--- src/rtl/pc_unit_if.sv ---
// Fetch-stage control bundle for pc_unit: next-PC controls in, PC and RAS status out.
interface pc_unit_if #(
    parameter int WIDTH = 32
);
    logic             stall_i;
    logic             redirect_i;
    logic [WIDTH-1:0] redirect_pc_i;
    logic             branch_i;
    logic [WIDTH-1:0] branch_pc_i;
    logic             call_i;
    logic [WIDTH-1:0] call_pc_i;
    logic             ret_i;
    logic [WIDTH-1:0] pc_out_o;
    logic [WIDTH-1:0] pc_plus_o;
    logic             ras_empty_o;
    logic             ras_full_o;
    logic             ras_underflow_o;

    modport master (
        output stall_i, redirect_i, redirect_pc_i, branch_i, branch_pc_i,
               call_i, call_pc_i, ret_i,
        input  pc_out_o, pc_plus_o, ras_empty_o, ras_full_o, ras_underflow_o
    );

    modport slave (
        input  stall_i, redirect_i, redirect_pc_i, branch_i, branch_pc_i,
               call_i, call_pc_i, ret_i,
        output pc_out_o, pc_plus_o, ras_empty_o, ras_full_o, ras_underflow_o
    );
endinterface

--- src/rtl/pc_unit.sv ---
// Fetch PC register with sequential increment, redirect/branch select and a circular return-address stack.
// One-cycle latency from control inputs to pc_out_o; stall_i holds PC and RAS unless redirect_i overrides it.
module pc_unit #(
    parameter int               WIDTH     = 32,
    parameter logic [WIDTH-1:0] RESET_PC  = '0,
    parameter int               STEP      = 4,
    parameter int               RAS_DEPTH = 4
) (
    input  logic      clk_i,
    input  logic      nrst_i,
    pc_unit_if.slave  bus
);
    localparam int               PW      = $clog2(RAS_DEPTH);
    localparam int               CW      = PW + 1;
    localparam logic [WIDTH-1:0] STEP_W  = WIDTH'(STEP);
    localparam logic [CW-1:0]    DEPTH_C = CW'(RAS_DEPTH);

    logic [WIDTH-1:0] r_pc;
    logic [WIDTH-1:0] r_ras [RAS_DEPTH];
    logic [PW-1:0]    r_top;
    logic [CW-1:0]    r_cnt;
    logic             r_underflow;

    logic [WIDTH-1:0] w_pc_plus;
    logic [WIDTH-1:0] w_pc_nxt;
    logic [PW-1:0]    w_top_inc;
    logic [PW-1:0]    w_top_dec;
    logic             w_push;
    logic             w_pop;
    logic             w_underflow;

    assign w_pc_plus = r_pc + STEP_W;
    assign w_top_inc = r_top + 1'b1;
    assign w_top_dec = r_top - 1'b1;

    // Priority chain: redirect beats stall; ret beats call when both are raised.
    always_comb begin
        w_pc_nxt    = w_pc_plus;
        w_push      = 1'b0;
        w_pop       = 1'b0;
        w_underflow = 1'b0;
        if (bus.redirect_i) begin
            w_pc_nxt = bus.redirect_pc_i;
        end else if (bus.stall_i) begin
            w_pc_nxt = r_pc;
        end else if (bus.ret_i) begin
            if (r_cnt != '0) begin
                w_pc_nxt = r_ras[r_top];
                w_pop    = 1'b1;
            end else begin
                w_underflow = 1'b1;
            end
        end else if (bus.call_i) begin
            w_pc_nxt = bus.call_pc_i;
            w_push   = 1'b1;
        end else if (bus.branch_i) begin
            w_pc_nxt = bus.branch_pc_i;
        end
    end

    always_ff @(posedge clk_i or negedge nrst_i) begin
        if (!nrst_i) begin
            r_pc        <= RESET_PC;
            r_top       <= '0;
            r_cnt       <= '0;
            r_underflow <= 1'b0;
            for (int i = 0; i < RAS_DEPTH; i++) begin
                r_ras[i] <= '0;
            end
        end else begin
            r_pc        <= w_pc_nxt;
            r_underflow <= w_underflow;
            // A push onto a full stack lands on the oldest slot; count saturates.
            if (w_push) begin
                r_top            <= w_top_inc;
                r_ras[w_top_inc] <= w_pc_plus;
                if (r_cnt != DEPTH_C) begin
                    r_cnt <= r_cnt + 1'b1;
                end
            end else if (w_pop) begin
                r_top <= w_top_dec;
                r_cnt <= r_cnt - 1'b1;
            end
        end
    end

    assign bus.pc_out_o        = r_pc;
    assign bus.pc_plus_o       = w_pc_plus;
    assign bus.ras_empty_o     = (r_cnt == '0);
    assign bus.ras_full_o      = (r_cnt == DEPTH_C);
    assign bus.ras_underflow_o = r_underflow;
endmodule

--- src/flat_wrapper.sv ---
// flat-port wrapper written by rule: the top's interface ports become plain ports
module pc_unit_flat 
#(
    parameter int               WIDTH     = 32,
    parameter logic [WIDTH-1:0] RESET_PC  = '0,
    parameter int               STEP      = 4,
    parameter int               RAS_DEPTH = 4
)
  (clk_i, nrst_i, bus_stall_i, bus_redirect_i, bus_redirect_pc_i, bus_branch_i, bus_branch_pc_i, bus_call_i, bus_call_pc_i, bus_ret_i, bus_pc_out_o, bus_pc_plus_o, bus_ras_empty_o, bus_ras_full_o, bus_ras_underflow_o);
  pc_unit_if #(.WIDTH(WIDTH)) bus_i ();
  input  logic clk_i;
  input  logic nrst_i;
  input wire logic [$bits(bus_i.stall_i)-1:0] bus_stall_i;
  input wire logic [$bits(bus_i.redirect_i)-1:0] bus_redirect_i;
  input wire logic [$bits(bus_i.redirect_pc_i)-1:0] bus_redirect_pc_i;
  input wire logic [$bits(bus_i.branch_i)-1:0] bus_branch_i;
  input wire logic [$bits(bus_i.branch_pc_i)-1:0] bus_branch_pc_i;
  input wire logic [$bits(bus_i.call_i)-1:0] bus_call_i;
  input wire logic [$bits(bus_i.call_pc_i)-1:0] bus_call_pc_i;
  input wire logic [$bits(bus_i.ret_i)-1:0] bus_ret_i;
  output wire logic [$bits(bus_i.pc_out_o)-1:0] bus_pc_out_o;
  output wire logic [$bits(bus_i.pc_plus_o)-1:0] bus_pc_plus_o;
  output wire logic [$bits(bus_i.ras_empty_o)-1:0] bus_ras_empty_o;
  output wire logic [$bits(bus_i.ras_full_o)-1:0] bus_ras_full_o;
  output wire logic [$bits(bus_i.ras_underflow_o)-1:0] bus_ras_underflow_o;
  assign bus_i.stall_i = bus_stall_i;
  assign bus_i.redirect_i = bus_redirect_i;
  assign bus_i.redirect_pc_i = bus_redirect_pc_i;
  assign bus_i.branch_i = bus_branch_i;
  assign bus_i.branch_pc_i = bus_branch_pc_i;
  assign bus_i.call_i = bus_call_i;
  assign bus_i.call_pc_i = bus_call_pc_i;
  assign bus_i.ret_i = bus_ret_i;
  assign bus_pc_out_o = bus_i.pc_out_o;
  assign bus_pc_plus_o = bus_i.pc_plus_o;
  assign bus_ras_empty_o = bus_i.ras_empty_o;
  assign bus_ras_full_o = bus_i.ras_full_o;
  assign bus_ras_underflow_o = bus_i.ras_underflow_o;
  pc_unit #(.WIDTH(WIDTH), .RESET_PC(RESET_PC), .STEP(STEP), .RAS_DEPTH(RAS_DEPTH)) u_core (.clk_i(clk_i), .nrst_i(nrst_i), .bus(bus_i));
endmodule
--- config.mk ---
export PLATFORM = sky130hd
export DESIGN_NAME = pc_unit_flat
export DESIGN_NICKNAME = d
export VERILOG_FILES = /design/src/rtl/pc_unit_if.sv /design/src/rtl/pc_unit.sv /design/src/flat_wrapper.sv
export SDC_FILE = /design/constraint.sdc
export NUM_CORES = 1
export LEC_CHECK = 0
export CAP_MARGIN = 20
export CELL_PAD_IN_SITES_DETAIL_PLACEMENT = 1
export CELL_PAD_IN_SITES_GLOBAL_PLACEMENT = 2
export CORE_MARGIN = 4
export CORE_UTILIZATION = 29
export CTS_CLUSTER_DIAMETER = 150
export DETAILED_ROUTE_END_ITERATION = 10
export GPL_ROUTABILITY_DRIVEN = 0
export PLACE_DENSITY = 0.83
export SYNTH_ARGS = -nofsm -noshare
export SYNTH_HDL_FRONTEND = slang
export SYNTH_SLANG_ARGS = --single-unit
--- constraint.sdc ---
create_clock -name clk_i -period 2.6 [get_ports clk_i]
set_input_delay 0.26 -clock clk_i [delete_from_list [all_inputs] [get_ports clk_i]]
set_output_delay 0.26 -clock clk_i [all_outputs]
set_load 0.01 [all_outputs]
==> flow_summary.toml <==
[synthesis]
yosys.area.top_type = "dfrtp_1"
ys_types = 62
avgSynthCellArea_um2 = 9.75
synthArstFlopShare = 1.00
ys_top_cells_by_area = "dfrtp_1 47%, mux4_2 8.2%, o21ai_0 8.0%, nand2_1 6.7%, a221oi_1 2.2%"
synth-seq-area-share = 0.475
ys_seq_elements = 166
syn-cell-area_um2 = 8750
synth_edf_count = 0
netlist_instances = 898
ys_warn_count = 0
synthFlopType = "dfrtp_1"
syn_nets = 1007
yosysTopAreaCellShare = 0.475

[cells_and_area]
nNetsFinal = 1243
final_layout_size_suffix_gt1_frac = 0.230
final_core_util = 0.423
fin_cells = 1537
syn_to_final_growth_pct = 43.7
diodes = 0

[route]
drcViolationCount = 0
ant_nets = 0
detail_route.wl_per_cell_um = 22.8
via_per_inst = 5.29
vias = 8124
drt-initial-drc-count = 625
dr.pass1.iters = 7
wl_um = 35000

[sta]
tightestPinTransition_ps = 624
fmax_ghz = 0.374
slew_violations = 0
fin_crit_ps = 2680
maxSlewHeadroom = 0.584
hold_violations = 0
fin_skew_ps = 12.7
rsz0062_at_grt = "true"
setup_viol = 2
worst_slack_ps = -75.3
finalCritPeriodShare = 1.03

[clock_tree]
clock_path_buffers = 2
clock_sinks = 166
clkTransAtPathRegs_ps = 70
cts_tree = "done"
htree_levels = 4
cts_buffers = 17
cts_root_buffer = "clkbuf_16"
clock_latency_ps = 440

[grt]
grt_overflow = 0
grt_start_max_net_pins = 59
antenna_found_initial = 0
grt_pass1_wl_um = 53300
grt_pass1_vias = 8845
grtUsageTotal = 0.208

[run_status]
violations = "setup timing"
status = "finished, violations left"

[setup_path]
crit_top_cell = "buf_4"
crit_required_ps = 2340
path_delay_family = "buffers and inverters"
endpoint_kind = "primary output"
crit_type = "reg -> out"
slowest_stage = "dfrtp_1"
max_stage_delay_ps = 420
path_buf_inv = 6
crit_chain = "buf_4, buf_4, nand4_1, nor2_4, buf_4, buf_4, nand3_1, xor2_1, inv_1, dlygate4sd2_1"
cp-start-kind = "flip-flop"
arrival_ps = 2420
crit_fanout = 3

[hold_path]
min_path_type = "in -> reg"

[die]
fp.dieW_um = 182
num_io_pins = 170
initial_core_util = 0.295
rows = 63
dieArea_um2 = 33000
die_h_um = 182
core-area_um2 = 29700

[place]
dp.final_hpwl_um = 24500
port_buffers = 169
dpl_worst_slack_ps = -52.5
dp_cells = 1483

[pwr]
p_leak_uw = 0.00547
vdd_drop_max_mv = 0.580
power_density_nw_per_um2 = 869
power.total_uw = 10900

[run]
drv_cap = 0
[cell usage after synthesis, drive strengths merged (5+ instances only)]
library cell	count
mux4	32
o22ai	17
nand3	19
mux2	14
nor2	31
o211ai	5
a22oi	9
nor4	5
nor3	10
clkbuf	48
a21oi	31
nand4	7
nand2	157
inv	51
buf	15
and2	5
and4	7
a221oi	22
xnor2	21
xor2	5
o21ai	140
ha	5
a22o	8
nand2b	8
dfrtp	166
a221o	12
[worst min-delay path, cell delays in order]
cell	delay, ps
buf_2	120
buf_4	210
nand2_1	90
o31ai_1	60
[flip-flops by register name (all words and copies together), names as in the netlist]
name                        cells
u_core.bus.pc_out_o            32
u_core.r_cnt                    3
u_core.r_ras                  128
u_core.bus.ras_underflow_o      1
u_core.r_top                    2
[cells by family after synthesis]
group	count (synthesis)	synth area share
AO/OA/AOI/OAI	272	0.193
XOR/XNOR	26	0.0260
adder cells (fa/ha/maj)	6	0.00943
buffers and inverters	117	0.0556
flip-flops	166	0.475
multiplexers	47	0.101
AND/OR/NAND/NOR	264	0.140
[final timing paths]
| check | startpoint | to | slack (ps) | depth (start not counted) |
|---|---|---|---|---|
| max in group asynchronous | nrst_i | u_core.r_ras[78] | 1470 | 3 |
| setup / recovery | u_core.bus.pc_out_o[9] | bus_pc_plus_o[17] | -80 | 10 |
| setup reg to reg | u_core.bus.pc_out_o[9] | u_core.bus.pc_out_o[25] | 270 | 8 |
| hold / removal | bus_redirect_i | u_core.bus.pc_out_o[0] | 340 | 4 |
| hold reg to reg | u_core.r_ras[108] | u_core.r_ras[108] | 480 | 2 |
| min in group asynchronous | nrst_i | u_core.r_ras[121] | 400 | 2 |
[power breakdown]
| part | internal, uW | switching (uW) |
|---|---|---|
| Combinational | 2060 | 2010 |
| Sequential | 3580 | 653 |
| Clock | 1470 | 1170 |
[per-layer routing]
metal | global-route usage | routed length, um | vias to the layer above
met5 | 0 | 0 | -
met4 | 0.0597 | 738 | 0
met3 | 0.0319 | 1750 | 37
met2 | 0.347 | 17200 | 246
met1 | 0.281 | 15400 | 4141
li1 | - | - | 3700
[repair_timing]
action | in CTS | in global routing
setup endpoints to repair | 23 | 18
pin swaps | 18 | 17
hold endpoints to repair | 54 | 0
buffers inserted | 15 | 8
gates resized for setup | 76 | 32
hold buffers | 1 | 0
[per-stage QoR]
step           hold slack, ps  area [um^2]  TNS (ps)
2_1_floorplan           -35.6         8750         0
3_3_place_gp              297        11500     -22.7
3_5_place_dp              294        11500     -74.3
4_1_cts                   319        12400      -578
5_1_grt                   355        12600      -616
6_report                  342        12600      -122
[layout make-up]
| class | count | area (um^2) |
|---|---|---|
| fill | 3302 | 17100 |
| tap | 390 | 488 |
| multi-input combinational | 615 | 4470 |
| clock inverter | 14 | 165 |
| sequential | 166 | 4160 |
| clock buffer | 18 | 439 |
| timing repair buffer | 282 | 2670 |
| inverter | 52 | 195 |
[cells in the final DEF (no fill, tap or decap), types with 5 or more instances in the layout]
cell type        netlist  layout
o22ai_1               17      17
buf_6                  1       7
mux4_2                32      32
a22oi_1                9       9
buf_4                  2      97
dlygate4sd2_1          0       9
dfrtp_1              166     163
nand4_1                6       6
mux2_2                14      14
and2_1                 5       5
a21oi_1               31      31
nand2b_1               8       8
buf_12                 0      11
o211ai_1               5       5
nor2_1                31      24
a22o_1                 8       8
inv_1                 51      50
a221o_1               12      12
nand2_1              157     153
nand3_1               19      12
xnor2_2                0      14
nand3_2                0       5
clkdlybuf4s50_1        0     146
nor3_1                 8       5
a221oi_1              22      22
o21ai_0              140     140
clkbuf_16              0      17
xnor2_1               21       6
(Power assumes the default switching activity.)
